## src/rtl/simple_task.sv

```systemverilog
// -----------------------------------------------------------------------------
// simple_task
//
// Registered 8-bit temperature converter. By default it converts Celsius to
// Fahrenheit. When mode is high it converts Fahrenheit to Celsius. Results
// are rounded to the nearest integer and clamped to the output range.
// Latency is one clock. A new sample can be accepted every cycle.
//
// Ports
//   clk        rising-edge clock
//   rst        asynchronous, active-high reset (clears all outputs)
//   in_valid   temp_in/mode are sampled on a clk edge while high
//   mode       0 = C->F, 1 = F->C
//   temp_in    unsigned input temperature [WIDTH]
//   temp_out   unsigned converted temperature, registered [WIDTH]
//   out_valid  high for exactly the cycle after an accepted input
//   sat        high when the registered result was clamped (held while idle)
// -----------------------------------------------------------------------------
module simple_task #(
  parameter int WIDTH    = 8,
  parameter int F_OFFSET = 32
) (
  input  logic             clk,
  input  logic             rst,
  input  logic             in_valid,
  input  logic             mode,
  input  logic [WIDTH-1:0] temp_in,
  output logic [WIDTH-1:0] temp_out,
  output logic             out_valid,
  output logic             sat
);

  // Intermediate width: 9*255+2 = 2297 needs 12 bits.
  localparam int IW = WIDTH + 4;
  // Width of the reciprocal-multiply product (16 fractional bits).
  localparam int MW = IW + 16;
  localparam logic [IW-1:0] MAXV = IW'((1 << WIDTH) - 1);
  localparam logic [IW-1:0] OFFS = IW'(F_OFFSET);

  // floor(n/5) for n <= 2297. 13108/65536 exceeds 1/5 by less than 0.03/n
  // over that range, and the fraction of n/5 is at most 0.8. The truncated
  // product therefore never crosses into the next integer.
  function automatic logic [IW-1:0] div5(input logic [IW-1:0] n);
    logic [MW-1:0] p;
    p = {16'b0, n} * MW'(13108);
    return IW'(p >> 16);
  endfunction

  // floor(n/9) for n <= 1119. 7282/65536 exceeds 1/9 by about 3.4e-6, so the
  // error stays below 0.004 against a worst-case fraction of 8/9.
  function automatic logic [IW-1:0] div9(input logic [IW-1:0] n);
    logic [MW-1:0] p;
    p = {16'b0, n} * MW'(7282);
    return IW'(p >> 16);
  endfunction

  // Clamp to the output range. The result is {sat, value}.
  function automatic logic [WIDTH:0] sat_clamp(input logic [IW-1:0] raw);
    if (raw > MAXV) return {1'b1, {WIDTH{1'b1}}};
    else            return {1'b0, raw[WIDTH-1:0]};
  endfunction

  // C->F: round(9c/5) + offset. Adding 2 before /5 gives round-to-nearest.
  function automatic logic [WIDTH:0] c2f(input logic [WIDTH-1:0] t);
    logic [IW-1:0] num;
    num = {{(IW-WIDTH){1'b0}}, t} * IW'(9) + IW'(2);
    return sat_clamp(div5(num) + OFFS);
  endfunction

  // F->C: round(5(f-offset)/9). Adding 4 before /9 gives round-to-nearest.
  // Inputs below the offset would be negative, so they clamp to zero.
  function automatic logic [WIDTH:0] f2c(input logic [WIDTH-1:0] t);
    logic [IW-1:0] ext;
    logic [IW-1:0] num;
    ext = {{(IW-WIDTH){1'b0}}, t};
    if (ext < OFFS) return {1'b1, {WIDTH{1'b0}}};
    num = (ext - OFFS) * IW'(5) + IW'(4);
    return sat_clamp(div9(num));
  endfunction

  logic [WIDTH:0]   res;
  logic [WIDTH-1:0] temp_d, temp_q;
  logic             sat_d, sat_q;
  logic             vld_d, vld_q;

  always_comb begin
    res    = mode ? f2c(temp_in) : c2f(temp_in);
    temp_d = temp_q;
    sat_d  = sat_q;
    vld_d  = in_valid;
    if (in_valid) begin
      temp_d = res[WIDTH-1:0];
      sat_d  = res[WIDTH];
    end
  end

  // Output register stage
  always_ff @(posedge clk or posedge rst) begin
    if (rst) begin
      temp_q <= '0;
      sat_q  <= 1'b0;
      vld_q  <= 1'b0;
    end else begin
      temp_q <= temp_d;
      sat_q  <= sat_d;
      vld_q  <= vld_d;
    end
  end

  assign temp_out  = temp_q;
  assign sat       = sat_q;
  assign out_valid = vld_q;

endmodule

```

## config.mk

```make
export PLATFORM = sky130hd
export DESIGN_NAME = simple_task
export DESIGN_NICKNAME = d
export VERILOG_FILES = /design/src/rtl/simple_task.sv
export SDC_FILE = /design/constraint.sdc
export NUM_CORES = 1
export LEC_CHECK = 0
export ABC_AREA = 1
export CAP_MARGIN = 20
export CORE_MARGIN = 3
export CORE_UTILIZATION = 35
export DETAILED_ROUTE_END_ITERATION = 10
export DONT_BUFFER_PORTS = 1
export PLACE_DENSITY = 0.52
export SETUP_SLACK_MARGIN = 0.5
export SKIP_LAST_GASP = 1
export SYNTH_ARGS = -nofsm -noshare
export SYNTH_HDL_FRONTEND = slang
export SYNTH_SLANG_ARGS = --single-unit
export TNS_END_PERCENT = 5
```

## constraint.sdc

```tcl
create_clock -name clk -period 0.8 [get_ports clk]
set_clock_uncertainty 0.15 [all_clocks]
set_input_delay 0.04 -clock clk [delete_from_list [all_inputs] [get_ports clk]]
set_output_delay 0.04 -clock clk [all_outputs]
set_load 0.005 [all_outputs]
```

# After elaboration in Yosys (flattened, before gate mapping)
# Index checks and enable logic that the tools add are counted.
# W data, S select, Z words.
# op_classes
n_eq_ne,0
div_mod_pow,0
addsub,4
mul,4
n_mux,6
bitwise,0
reduce_logical,0
n_lt_le_gt_ge,3
shifts,0
# ops
operator,n
$mul A12 B12 Y24 const B,2
$mux W9,5
$add A12 B2 Y12 const B,1
$add A12 B3 Y12 const B,1
$mul A12 B3 Y12 const B,1
$mul A8 B4 Y12 const B,1
$add A10 B6 Y11 const B,1
$gt A11 B8 Y1 const B,1
$gt A9 B8 Y1 const B,1
$sub A8 B6 Y9 const B,1
$lt A8 B6 Y1 const B,1
$mux W1,1
# word_totals
output_inout_bits,10
inputBits,12
rom_bits,0
ram_bits,0
latchBits,0
ff_bits,10
n_memories,0

# Longest topological paths before layout
# Gate-level depths: netlist of run 1.
# logic_depth
ltp_word,8
ltp_mapped,41
depth_no_buf,41

# Worst setup path after synthesis of run 1
# No wires, ideal clock.
# synth_timing
path_kind,input-to-reg
from,input port temp_in[5]
to,"register temp_q[6], in the netlist temp_out[6]"
path_buffers,0
path_slack_ns,-5.464
path_stages,30
setup_time_ns,0.122
arrival_time_ns,5.992
required_time_ns,0.528
cell_sequence,inv_1 > ha_1 > ha_1 > inv_1 > ha_1 > ha_1 > ha_1 > inv_1 > o21bai_1 > xor2_2 > xor2_1 > inv_1 > ha_1 > ha_1 > inv_1 > fa_1 > inv_1 > fa_1 > inv_1 > fa_1 > inv_1 > ha_1 > nand2_1 > nor2_4 > nand3_2 > o211ai_4 > xor2_4 > nand3_2 > a21oi_1 > a21oi_2
# synth_between
elab_chain_len,8
word_cells_on_any_way,16
cone_classes,4 x add/sub; 4 x mul; 3 x order compare; 5 x mux
# synth_lines
item,line_no,source
start: declaration,27,"input logic [WIDTH-1:0] temp_in,"
$sub A8 B6 Y9,77,num = (ext - OFFS) * IW'(5) + IW'(4);
$mul A12 B3 Y12,77,
$add A12 B3 Y12,77,
$mul A12 B12 Y24,53,"p = {16'b0, n} * MW'(7282);"
$gt A9 B8 Y1,59,"if (raw > MAXV) return {1'b1, {WIDTH{1'b1}}};"
$mux W9,59,
$mux W9,77,
$mux W9 (*),87,res = mode ? f2c(temp_in) : c2f(temp_in);
end signal: assignment,104,temp_q <= temp_d;
end: declaration,82,"logic [WIDTH-1:0] temp_d, temp_q;"
# Every way passes the cells marked *; elsewhere a longest branch is shown, timed or not.
# A chain may end at the register's enable or synchronous reset.

# Final worst setup path of run 1
# layout_timing
from,input port temp_in[5]
to,"register temp_q[3], in the netlist temp_out[3]"
# The elaborated chain is that of the path after synthesis.

==> results.sh, run 1 <==
export IMPL_outcome="finished, violations left"
export IMPL_failed_checks="hold timing, setup timing"
export IMPL_die_w_um=147.2
export IMPL_drt_iter0_drc=153
export IMPL_cp_start_kind="input pin"
export IMPL_ant_nets=0
export IMPL_core_area_mm2=0.01953
export IMPL_syn_avg_cell_area_um2=7.611
export IMPL_synth_main_ff_cell="dfrtp_1"
export IMPL_setup_slack_ns=-4.969
export IMPL_die_area_mm2=0.02167
export IMPL_htree_num_levels=1
export IMPL_cts_reportedPaths_clkPinSlew_ns=0.04
export IMPL_synthCells=917
export IMPL_hold_class="input pin to async pin"
export IMPL_tightest_slew_ns=0.3728
export IMPL_path_delay_family="adder cells"
export IMPL_clockRootBuffer="clkbuf_16"
export IMPL_place_area_mm2=0.009042
export IMPL_grt_usage_pct=16.45
export IMPL_overflow=0
export IMPL_ioPinCount=22
export IMPL_place_congestion=0.8472
export IMPL_die_h_um=147.2
export IMPL_cp_endpoint="temp_out[3]"
export IMPL_async_flop_share_pct=100.0
export IMPL_yosysMostFrequentCell="inv_1"
export IMPL_cts_tree="built"
export IMPL_crit_cells=32
export IMPL_layout_min_cycle_time_ns=5.769
export IMPL_grt_max_degree=12
export IMPL_clk_latency_ns=0.23
export IMPL_cp_data_required_time_ns=0.77
export IMPL_crit_top_cell="ha_4"
export IMPL_synth_edff_count=0
export IMPL_wl_per_cell_um=12.41
export IMPL_setup_viol=18
export IMPL_vias=6202
export IMPL_synth_distinct_cells=36
export IMPL_rsz0062_at_grt="true"
export IMPL_grt_pass1_wl_um=30230
export IMPL_multi_input_area_mm2=0.006673
export IMPL_yosys_top_cells_area="ha_1 (34%), fa_1 (18%), inv_1 (12%), nand2_1 (8.2%), a21oi_1 (3.8%)"
export IMPL_synth_commonest_cells="inv_1 (225), ha_1 (192), nand2_1 (152), fa_1 (64), nor2_1 (56)"
export IMPL_cp_end_kind="flip-flop"
export IMPL_synth_seq_cells=10
export IMPL_critPathArrivalTime_ns=5.74
export IMPL_n_antenna_cell=0
export IMPL_rr_startpoint="temp_out[0]"
export IMPL_yosysSeqAreaShare_pct=3.586
export IMPL_syn_cell_area_mm2=0.006979
export IMPL_area_growth_pct=39.84
export IMPL_nFillCells=1943
export IMPL_hold_viol=20
export IMPL_final_area_mm2=0.009759
export IMPL_port_buffers=0
export IMPL_cts_path_max_buffers=2
export IMPL_slew_headroom_pct=75.12
export IMPL_finalCritPeriodShare_pct=721.1
export IMPL_synth_nets=1185
export IMPL_r2r_end="temp_out[0]"
export IMPL_fin_hold_ws_ns=-0.4838
export IMPL_cp_num_buf_inv=6
export IMPL_start_util_pct=35.74
export IMPL_crit_type="input pin to flip-flop"
export IMPL_synth_top_area_share_pct=34.42
export IMPL_numCtsBuffers=3
export IMPL_regToRegSetupSlack_ns=-0.06
export IMPL_slew_viol_final=0
export IMPL_slowest_stage="fa_1"
export IMPL_hpwl_um=15310
export IMPL_dr_pass1_iters=4
export IMPL_pre_cts_ws_ns=-5.525
export IMPL_nets=1395
export IMPL_maxCapViolCount=0
export IMPL_yosys_area_top_type="ha_1"
export IMPL_first_global_vias=6631
export IMPL_timing_fmax_mhz=173.3
export IMPL_cts_sinks=10
export IMPL_routed_wl_um=17250
export IMPL_ys_warn_count=0
export IMPL_viasPerCell=4.462
export IMPL_rows=51
export IMPL_r2r_cells=2
export IMPL_critPathLaunch="temp_in[5]"
export IMPL_max_stage_delay_ns=0.54
export IMPL_drc_errors=0
export IMPL_drive_above_1_share_pct=32.09
export IMPL_cp_max_fo=4
export IMPL_grt_antenna_before_repair=0
export IMPL_regArea_um2=250.2
## cell type report
class / count / share of cell area [%]
Sequential cell: 10 / 2.564
Clock buffer: 3 / 0.7692
Inverter: 233 / 9.051
Tap cell: 265 / 3.397
Multi-Input combinational cell: 674 / 68.37
Timing Repair Buffer: 205 / 15.85
## timing repair
action / 4_1_cts / 5_1_grt
endpoints found under the setup margin: 19 / 19
gates resized for setup: 30 / 52
pin swaps: 34 / 60
cloned: 1 / 0
hold endpoints to repair: 20 / 20
setup buffers: 10 / 5
## per-stage QoR
stage | TNS (ns) | utilization, % | hold WS, ns | instances
floorplan | -45.57 | - | -0.2698 | 917
global placement | -49.15 | 46.31 | -0.2157 | 1371
detailed placement | -49.55 | 46.31 | -0.2193 | 1371
CTS | -46.16 | 48.22 | -0.4672 | 1385
global route | -48.47 | 49.98 | -0.4486 | 1390
finish | -45.84 | 49.98 | -0.4838 | 1390
## cell families after synthesis
kind of cell,share of synthesized area (%)
XOR/XNOR,4.876
adder cells (fa/ha/maj),52.78
flip-flops,3.586
AO/OA/AOI/OAI,8.264
buffers and inverters,12.60
AND/OR/NAND/NOR,17.89
## placed cells by master, fill, tap and decap left out, drive strengths merged
cell	synthesis	layout
nor2	63	63
or3	1	1
nor3	5	5
buf	1	205
dfrtp	10	10
clkinvlp	0	1
a21o	6	6
a211oi	2	2
a21oi	60	60
xor2	19	20
o21ai	22	22
nand3	40	40
ha	192	192
o211ai	1	1
clkbuf	0	3
fa	64	64
nand2	159	159
nand3b	2	2
xnor2	16	16
clkinv	2	2
nand4	11	11
a221oi	1	1
nor3b	1	1
a31oi	2	2
o21a	2	2
nor4	1	1
inv	231	230
o21bai	3	3
## sequential cells by signal, indices dropped and copies added, names as in the netlist
register	cells
temp_out	8
out_valid	1
sat	1
## per-layer routing
layer / global-route usage (%) / share of wire [%]
met3: 0.4318 / 1.0
met5: 0 / 0
met4: 1.771 / 0.85
met2: 30.21 / 49
met1: 22.37 / 49
## worst min path at each step
stage / from / to
3_3_place_gp: rst / out_valid
3_5_place_dp: rst / out_valid
5_1_grt: rst / out_valid
6_report: rst / out_valid
4_1_cts: rst / out_valid
2_1_floorplan: rst / out_valid
Power of run 1 is left out: the tool's default activity adds up to more than one toggle a clock period on the data nets, which glitch-free logic cannot reach.
==> run 2: changes to the inputs <==
- CELL_PAD_IN_SITES_DETAIL_PLACEMENT: default -> 1
- CELL_PAD_IN_SITES_GLOBAL_PLACEMENT: default -> 2
- PLACE_DENSITY: 0.52 -> 0.78
==> results.sh, run 2 (synthesized netlist as in run 1, its figures left out) <==
export IMPL_mostFrequentLayoutCells="buf_4 (233), inv_1 (214), ha_1 (151)"
export IMPL_n_antenna_cell=0
export IMPL_final_util_pct=50.98
export IMPL_layout_min_cycle_time_ns=5.978
export IMPL_outcome="finished, violations left"
export IMPL_crit_type="input pin to flip-flop"
export IMPL_rows=51
export IMPL_cp_max_fo=4
export IMPL_slew_viol_final=0
export IMPL_vias=6673
export IMPL_cp_data_required_time_ns=0.77
export IMPL_grt_max_degree=12
export IMPL_finalCritPeriodShare_pct=747.2
export IMPL_routed_wl_um=21900
export IMPL_drt_iter0_drc=162
export IMPL_cts_path_max_buffers=2
export IMPL_grt_pass1_wl_um=35980
export IMPL_maxCapViolCount=0
export IMPL_hold_class="input pin to async pin"
export IMPL_grt_usage_pct=20.03
export IMPL_hpwl_um=18800
export IMPL_stdcell_count=1422
export IMPL_rr_startpoint="temp_out[6]"
export IMPL_drive_above_1_share_pct=33.10
export IMPL_die_w_um=147.2
export IMPL_rsz0062_at_grt="true"
export IMPL_ant_nets=0
export IMPL_nets=1427
export IMPL_fin_hold_ws_ns=-0.4820
export IMPL_wl_per_cell_um=15.40
export IMPL_numCtsBuffers=3
export IMPL_nFillCells=2413
export IMPL_highest_layer="met4"
export IMPL_cp_end_kind="flip-flop"
export IMPL_r2r_cells=2
export IMPL_dr_pass1_iters=6
export IMPL_viasPerCell=4.693
export IMPL_cp_start_kind="input pin"
export IMPL_cts_tree="built"
export IMPL_largest_reg_flops=8
export IMPL_critPathArrivalTime_ns=5.95
export IMPL_ioPinCount=22
export IMPL_setup_slack_ns=-5.178
export IMPL_die_area_mm2=0.02167
export IMPL_clockRootBuffer="clkbuf_16"
export IMPL_drc_errors=0
export IMPL_place_congestion=0.8319
export IMPL_htree_num_levels=1
export IMPL_dp_cells=1383
export IMPL_cts_sinks=10
export IMPL_start_util_pct=35.74
export IMPL_tightest_slew_ns=0.3805
export IMPL_grt_antenna_before_repair=0
export IMPL_first_global_vias=7477
export IMPL_failed_checks="hold timing, setup timing"
export IMPL_slew_headroom_pct=74.60
export IMPL_port_buffers=0
export IMPL_slowest_stage="fa_2"
export IMPL_met3_length_um=357
export IMPL_cts_reportedPaths_clkPinSlew_ns=0.04
export IMPL_r2r_end="temp_out[6]"
export IMPL_met2WireLength_um=11450
export IMPL_area_growth_pct=42.63
export IMPL_clk_latency_ns=0.24
export IMPL_overflow=0
export IMPL_timing_fmax_mhz=167.3
export IMPL_critPathLaunch="temp_in[5]"
export IMPL_pre_cts_ws_ns=-5.619
export IMPL_wl_met1_um=9847
export IMPL_max_stage_delay_ns=0.57
export IMPL_layout_commonest_cell="buf_4"
export IMPL_crit_top_cell="ha_4"
export IMPL_die_h_um=147.2
export IMPL_regToRegSetupSlack_ns=-0.02
export IMPL_setup_viol=18
export IMPL_core_area_mm2=0.01953
export IMPL_hold_viol=20
export IMPL_cp_endpoint="temp_out[4]"
run 2: per-stage QoR:
| stage | area, µm² | TNS [ns] |
|---|---|---|
| 2_1_floorplan | 7289 | -45.57 |
| 3_3_place_gp | 9133 | -49.84 |
| 3_5_place_dp | 9133 | -50.25 |
| 4_1_cts | 9669 | -47.17 |
| 5_1_grt | 9955 | -49.99 |
| 6_report | 9955 | -47.32 |
run 2: layout make-up:
type	instances	area (µm²)	area share, %
sequential	10	250.2	2.514
clock buffer	3	75.07	0.7541
tap	265	331.6	3.331
inverter	233	880.8	8.849
multi-input combinational	673	6603	66.33
timing repair buffer	238	1814	18.23
run 2: timing repair:
action | in CTS | in global routing
setup endpoints to repair | 19 | 19
setup buffers | 19 | 17
resized for setup | 46 | 33
pin swaps | 57 | 52
endpoints found under the hold margin | 20 | 20
run 2: critical path: cells and delay by family:
kind                     cells  cell delay, ns
AO/OA/AOI/OAI                6            0.80
AND/OR/NAND/NOR              7            0.65
XOR/XNOR                     2            0.37
adder cells (fa/ha/maj)     10            3.05
buffers and inverters       11            1.01
run 2: per-layer routing:
layer | track usage [%] | vias up
met5 | 0 | -
li1 | - | 3372
met2 | 38.55 | 61
met3 | 0.6786 | 22
met4 | 1.817 | 0
met1 | 25.80 | 3218
run 2: how the worst min path moves through the flow:
stage,slack (ns),cells past startpoint,startpoint,endpoint
after floorplan,-0.27,1,rst,out_valid
after global placement,-0.23,1,rst,temp_out[3]
after detailed placement,-0.22,1,rst,temp_out[0]
after CTS,-0.47,1,rst,temp_out[0]
after global routing,-0.45,1,rst,temp_out[2]
final,-0.48,1,rst,temp_out[6]
Power of run 2 is left out for the same reason.
